--- config.mk ---
export PLATFORM = sky130hd
export DESIGN_NAME = pla_digit_scan
export DESIGN_NICKNAME = d
export VERILOG_FILES = /design/src/rtl/pla_scan_pkg.sv /design/src/rtl/pla_scan_prescaler.sv /design/src/rtl/pla_digit_scan.sv
export SDC_FILE = /design/constraint.sdc
export NUM_CORES = 1
export LEC_CHECK = 0
export ABC_AREA = 1
export CORE_UTILIZATION = 45
export DETAILED_ROUTE_END_ITERATION = 8
export PLACE_DENSITY = 0.68
export SLEW_MARGIN = 25
export SYNTH_ARGS = -nofsm -noshare
export SYNTH_HDL_FRONTEND = slang
export SYNTH_SLANG_ARGS = --single-unit
--- constraint.sdc ---
create_clock -name clk -period 2.3 [get_ports clk]
set_input_delay 0.23 -clock clk [delete_from_list [all_inputs] [get_ports clk]]
set_output_delay 0.23 -clock clk [all_outputs]
set_load 0.1 [all_outputs]
--- src/rtl/pla_scan_pkg.sv ---
// Shared types and helpers for the PLA digit scanner: scan FSM states,
// code width and an index-to-one-hot helper (up to 8 digits).
package pla_scan_pkg;

    localparam int CODE_W = 4;

    typedef enum logic [1:0] {
        IDLE,
        SHOW,
        GUARD
    } scan_state_t;

    function automatic logic [7:0] one_hot(input logic [2:0] idx);
        logic [7:0] vec;
        vec      = '0;
        vec[idx] = 1'b1;
        return vec;
    endfunction

endpackage

--- src/rtl/pla_scan_prescaler.sv ---
// Loadable down-counter shared by the dwell and guard intervals; tc is high
// while the count sits at zero, i.e. on the last cycle of the loaded interval.
module pla_scan_prescaler #(
    parameter int WIDTH = 16
) (
    input  logic             clk,
    input  logic             rst_n,
    input  logic             load,
    input  logic [WIDTH-1:0] load_value,
    output logic             tc
);

    logic [WIDTH-1:0] count_reg;

    always_ff @(posedge clk) begin
        if (!rst_n) begin
            count_reg <= '0;
        end else if (load) begin
            count_reg <= load_value;
        end else if (count_reg != '0) begin
            count_reg <= count_reg - WIDTH'(1);
        end
    end

    assign tc = (count_reg == '0);

endmodule

--- src/rtl/pla_digit_scan.sv ---
// Time-multiplexed digit scanner feeding the 4-in/7-out PLA segment decoder.
// Optional build macro LEADING_ZERO_BLANK_EN blanks leading-zero digits.
module pla_digit_scan
    import pla_scan_pkg::*;
#(
    parameter int NUM_DIGITS   = 4,
    parameter int DIV_WIDTH    = 16,
    parameter int DWELL_CYCLES = 1000,
    parameter int GUARD_CYCLES = 4
) (
    input  logic                          clk,
    input  logic                          rst_n,
    input  logic                          en,
    input  logic                          wr_valid,
    output logic                          wr_ready,
    input  logic [$clog2(NUM_DIGITS)-1:0] wr_idx,
    input  logic [3:0]                    wr_data,
    input  logic                          commit,
    output logic [3:0]                    x_out,
    output logic [NUM_DIGITS-1:0]         digit_sel,
    output logic                          frame_tick
);

    localparam int IDX_W = $clog2(NUM_DIGITS);
    localparam logic [DIV_WIDTH-1:0] DWELL_LOAD = DIV_WIDTH'(DWELL_CYCLES - 1);
    localparam logic [DIV_WIDTH-1:0] GUARD_LOAD = DIV_WIDTH'(GUARD_CYCLES - 1);
    localparam logic [IDX_W-1:0]     LAST_IDX   = IDX_W'(NUM_DIGITS - 1);

    scan_state_t           state_reg;
    logic [IDX_W-1:0]      idx_reg;
    logic [CODE_W-1:0]     active_reg [NUM_DIGITS];
    logic [CODE_W-1:0]     shadow_reg [NUM_DIGITS];
    logic                  commit_pending_reg;
    logic [CODE_W-1:0]     x_out_reg;
    logic [NUM_DIGITS-1:0] digit_sel_reg;
    logic                  frame_tick_reg;

    logic                  presc_load;
    logic [DIV_WIDTH-1:0]  presc_value;
    logic                  presc_tc;
    logic                  wr_fire;
    logic                  copy_now;
    logic [NUM_DIGITS-1:0] blank;

    pla_scan_prescaler #(.WIDTH(DIV_WIDTH)) u_prescaler (
        .clk        (clk),
        .rst_n      (rst_n),
        .load       (presc_load),
        .load_value (presc_value),
        .tc         (presc_tc)
    );

    always_comb begin
        presc_load  = 1'b0;
        presc_value = DWELL_LOAD;
        if (en) begin
            case (state_reg)
                IDLE:    presc_load = 1'b1;
                SHOW: begin
                    if (presc_tc) begin
                        presc_load  = 1'b1;
                        presc_value = GUARD_LOAD;
                    end
                end
                GUARD:   presc_load = presc_tc;
                default: presc_load = 1'b0;
            endcase
        end
    end

`ifdef LEADING_ZERO_BLANK_EN
    logic [NUM_DIGITS*CODE_W-1:0] active_flat;
    for (genvar gi = 0; gi < NUM_DIGITS; gi++) begin : g_lzb
        assign active_flat[gi*CODE_W +: CODE_W] = active_reg[gi];
        // A digit is blank when it and every more significant digit are zero.
        if (gi == 0) begin : g_lsd
            assign blank[gi] = 1'b0;
        end else begin : g_upper
            assign blank[gi] = (active_flat[NUM_DIGITS*CODE_W-1:gi*CODE_W] == '0);
        end
    end
`else
    assign blank = '0;
`endif

    // Writes are refused while a commit is pending, so a copy never races a write.
    assign wr_fire  = wr_valid && !commit_pending_reg;
    assign copy_now = commit_pending_reg && (frame_tick_reg || state_reg == IDLE);

    always_ff @(posedge clk) begin
        if (!rst_n) begin
            commit_pending_reg <= 1'b0;
            for (int i = 0; i < NUM_DIGITS; i++) begin
                shadow_reg[i] <= '0;
                active_reg[i] <= '0;
            end
        end else begin
            for (int i = 0; i < NUM_DIGITS; i++) begin
                if (wr_fire && wr_idx == IDX_W'(i)) shadow_reg[i] <= wr_data;
                if (copy_now) active_reg[i] <= shadow_reg[i];
            end
            if (copy_now) commit_pending_reg <= 1'b0;
            else if (commit) commit_pending_reg <= 1'b1;
        end
    end

    // Outputs are registered from the current state, so select and code move together.
    always_ff @(posedge clk) begin
        if (!rst_n) begin
            state_reg      <= IDLE;
            idx_reg        <= '0;
            digit_sel_reg  <= '0;
            x_out_reg      <= '0;
            frame_tick_reg <= 1'b0;
        end else begin
            digit_sel_reg  <= '0;
            frame_tick_reg <= 1'b0;
            if (!en) begin
                state_reg <= IDLE;
                idx_reg   <= '0;
            end else begin
                case (state_reg)
                    IDLE: begin
                        state_reg <= SHOW;
                        idx_reg   <= '0;
                    end
                    SHOW: begin
                        digit_sel_reg <= blank[idx_reg] ? '0 : NUM_DIGITS'(one_hot(3'(idx_reg)));
                        x_out_reg     <= active_reg[idx_reg];
                        if (presc_tc) begin
                            state_reg      <= GUARD;
                            frame_tick_reg <= (idx_reg == LAST_IDX);
                        end
                    end
                    GUARD: begin
                        if (presc_tc) begin
                            state_reg <= SHOW;
                            idx_reg   <= (idx_reg == LAST_IDX) ? '0 : idx_reg + IDX_W'(1);
                        end
                    end
                    default: state_reg <= IDLE;
                endcase
            end
        end
    end

    assign wr_ready   = !commit_pending_reg;
    assign x_out      = x_out_reg;
    assign digit_sel  = digit_sel_reg;
    assign frame_tick = frame_tick_reg;

endmodule

==> flow_metrics.env <==
export IMPL_min_period_ns=1.77
export IMPL_design_core_area_um2=6100
export IMPL_syn_area_um2=2920
export IMPL_antenna_found_initial=0
export IMPL_hpwl_um=3780
export IMPL_wire_per_inst_um=11.4
export IMPL_cts_root_buf="clkbuf_8"
export IMPL_die_y_um=82.6
export IMPL_worstRegToRegCells=9
export IMPL_clk_path_buf_depth=2
export IMPL_nFillCells=574
export IMPL_grt_pass1_wl_um=8650
export IMPL_synth_nets=366
export IMPL_cp_start_kind="flop"
export IMPL_viasPerCell=4.76
export IMPL_drt_iter0_drc=137
export IMPL_syn_area_per_cell_um2=8.46
export IMPL_synth_xor_xnor_area_share_pct=2.10
export IMPL_routabilityCongestion=0.759
export IMPL_pwr_share_comb_pct=16.4
export IMPL_layout_drive_gt1_share_pct=11.4
export IMPL_outcome="finished clean"
export IMPL_p_int_mw=2.14
export IMPL_final_seq_area_um2=1560
export IMPL_rsz0062_at_grt="false"
export IMPL_maxSlewViolCount=0
export IMPL_pin_count=21
export IMPL_clock_latency_ns=0.34
export IMPL_post_cts_buffers=0
export IMPL_drt_wl_total_um=5170
export IMPL_multi_input_area_um2=1110
export IMPL_num_rows=28
export IMPL_end_kind="flop"
export IMPL_syn_to_final_growth_pct=17.1
export IMPL_n_antenna_cell=0
export IMPL_track_usage_pct=17.6
export IMPL_powerDensity_nw_per_um2=865
export IMPL_drc=0
export IMPL_numPortBuffers=20
export IMPL_holdPathStages=3
export IMPL_synth_top_family_by_area="simple AND/OR/NAND/NOR gates"
export IMPL_dieArea_um2=6820
export IMPL_fin_setup_tns_ns=0
export IMPL_clock_sinks=62
export IMPL_grt_max_degree=21
export IMPL_max_slew_margin_pct=70.9
export IMPL_cts_resized=0
export IMPL_p_clk_share_pct=39.3
export IMPL_criticalPathCategory="reg2reg"
export IMPL_htree_levels=3
export IMPL_die_w_um=82.6
export IMPL_initial_core_util_pct=47.9
export IMPL_finalCritPeriodShare_pct=77.0
export IMPL_hold_violations=0
export IMPL_ys_seq_area_share_pct=53.5
export IMPL_p_leak_nw=1.56
export IMPL_num_vias=2151
export IMPL_final_util_pct=56.1
export IMPL_numCtsBuffers=9
export IMPL_cts_tree="yes"
export IMPL_crit_required_ns=2.53
export IMPL_fin_skew_ns=0.00630
export IMPL_final_setup_viol_count=0
export IMPL_synth_fa_ha_area_share_pct=4.28
export IMPL_fin_nets=393
export IMPL_path_clk_slew_ns=0.07
export IMPL_p_switching_mw=0.817
export IMPL_crit_arrival_ns=2.01
export IMPL_drt_pass1_iterations=4
export IMPL_synth_mux_area_share_pct=0
export IMPL_synth_cell_types=27
export IMPL_max_vdd_ir_drop_mv=0.438
export IMPL_worst_pin_slew_ns=0.436
export IMPL_cp_max_fo=20
export IMPL_synthSimpleGateAreaFrac_pct=25.0
export IMPL_ys_seq_elements=62
export IMPL_ys_warn_count=0
export IMPL_synthCells=345
export IMPL_hp_class="in2reg"
export IMPL_overflow=0
export IMPL_ctsHoldBuffers=0
export IMPL_drtAntennaViolNets=0
export IMPL_synth_compound_gate_area_share_pct=6.56
export IMPL_swShare_pct=27.6
export IMPL_fmax_mhz=565
export IMPL_grt_pass1_vias=1892
export IMPL_maxCapViolCount=0
export IMPL_sequentialPowerShare_pct=44.2
==> final timing paths <==
check / slack (ns) / to / startpoint
min: 0.46 / commit_pending_reg / commit
max reg2reg: 0.53 / state_reg[0] / u_prescaler.count_reg[0]
max: 0.53 / state_reg[0] / u_prescaler.count_reg[0]
min reg2reg: 0.52 / state_reg[1] / state_reg[1]
==> power by group through the flow <==
stage,combinational (mW),clock (mW),sequential (mW)
3_5_place_dp,0.483,0,1.33
5_1_grt,0.549,1.25,1.32
6_report,0.486,1.16,1.31
2_1_floorplan,0.346,0,1.36
4_1_cts,0.488,1.19,1.31
3_3_place_gp,0.475,0,1.33
==> cell usage in the layout, fill, tap and decap left out, types with 4 or more instances in the layout <==
master | Yosys | routed
nand3_1 | 18 | 18
nand4_1 | 8 | 8
nor2_1 | 80 | 80
clkdlybuf4s50_1 | 0 | 10
clkbuf_8 | 0 | 9
nand2_2 | 4 | 4
buf_4 | 0 | 13
dfxtp_1 | 30 | 30
ha_1 | 10 | 10
nor2_4 | 4 | 4
a21oi_1 | 11 | 11
inv_1 | 56 | 56
o21ai_0 | 15 | 15
edfxtp_1 | 32 | 32
xor2_1 | 6 | 6
nand2_1 | 45 | 45
o22ai_1 | 4 | 4
==> cells in the mapped netlist (all sizes together) <==
cell type | n | area share (%)
a21oi | 11 | 1.9
nand4 | 8 | 1.7
inv | 56 | 7.2
or2 | 2 | 0.43
nand3 | 19 | 3.4
ha | 10 | 4.3
o22ai | 4 | 0.86
edfxtp | 32 | 33
clkinv | 1 | 0.13
dfxtp | 30 | 21
buf | 5 | 1.0
o21bai | 3 | 0.77
xnor2 | 1 | 0.30
clkbuf | 2 | 0.26
nand2 | 49 | 6.6
nor3 | 3 | 0.51
xor2 | 6 | 1.8
nor2 | 86 | 12
o21ai | 17 | 3.0
==> logic make-up (layout without fill, tap and decap cells) <==
group           Yosys count  count (layout)
fa+ha+maj                10              10
flops                    62              62
xor+xnor                  7               7
buf+inv                  64              96
simple gates            167             167
compound gates           35              35
==> per-layer routing <==
layer	wire length (um)	up-vias	global-route usage, %	share of wire (%)
met4	89	0	9.14	1.7
li1	-	1151	-	-
met1	2620	943	24.6	51
met2	2200	50	24.1	43
met3	258	7	5.60	5.0
met5	0	-	0	0
==> critical path: stages, from the launching register on <==
cell and delay, ns:
dfxtp_1 0.30, inv_1 0.12, ha_1 0.21, nand2_1 0.15
nor2_4 0.19, nand2_2 0.28, o21ai_2 0.19, nand3_1 0.11
nand2_1 0.08, nor2_1 0.04
==> cell type report <==
type | instances | share of cell area (%)
clock inverter | 7 | 3.55
inverter | 57 | 6.26
sequential | 62 | 45.7
multi-input combinational | 219 | 32.4
clock buffer | 9 | 3.62
tap | 75 | 2.74
timing repair buffer | 23 | 5.78
==> through the flow <==
step	hold slack, ns	total power, mW	setup WS [ns]	cells	cell area [um2]
floorplan	0.359	1.70	0.351	345	2920
global placement	0.518	1.81	0.567	436	3170
detailed placement	0.521	1.82	0.557	436	3170
CTS	0.449	2.98	0.547	452	3420
global route	0.522	3.12	0.411	452	3420
finish	0.459	2.96	0.529	452	3420
No activity file was read; power rests on OpenSTA's default activity.
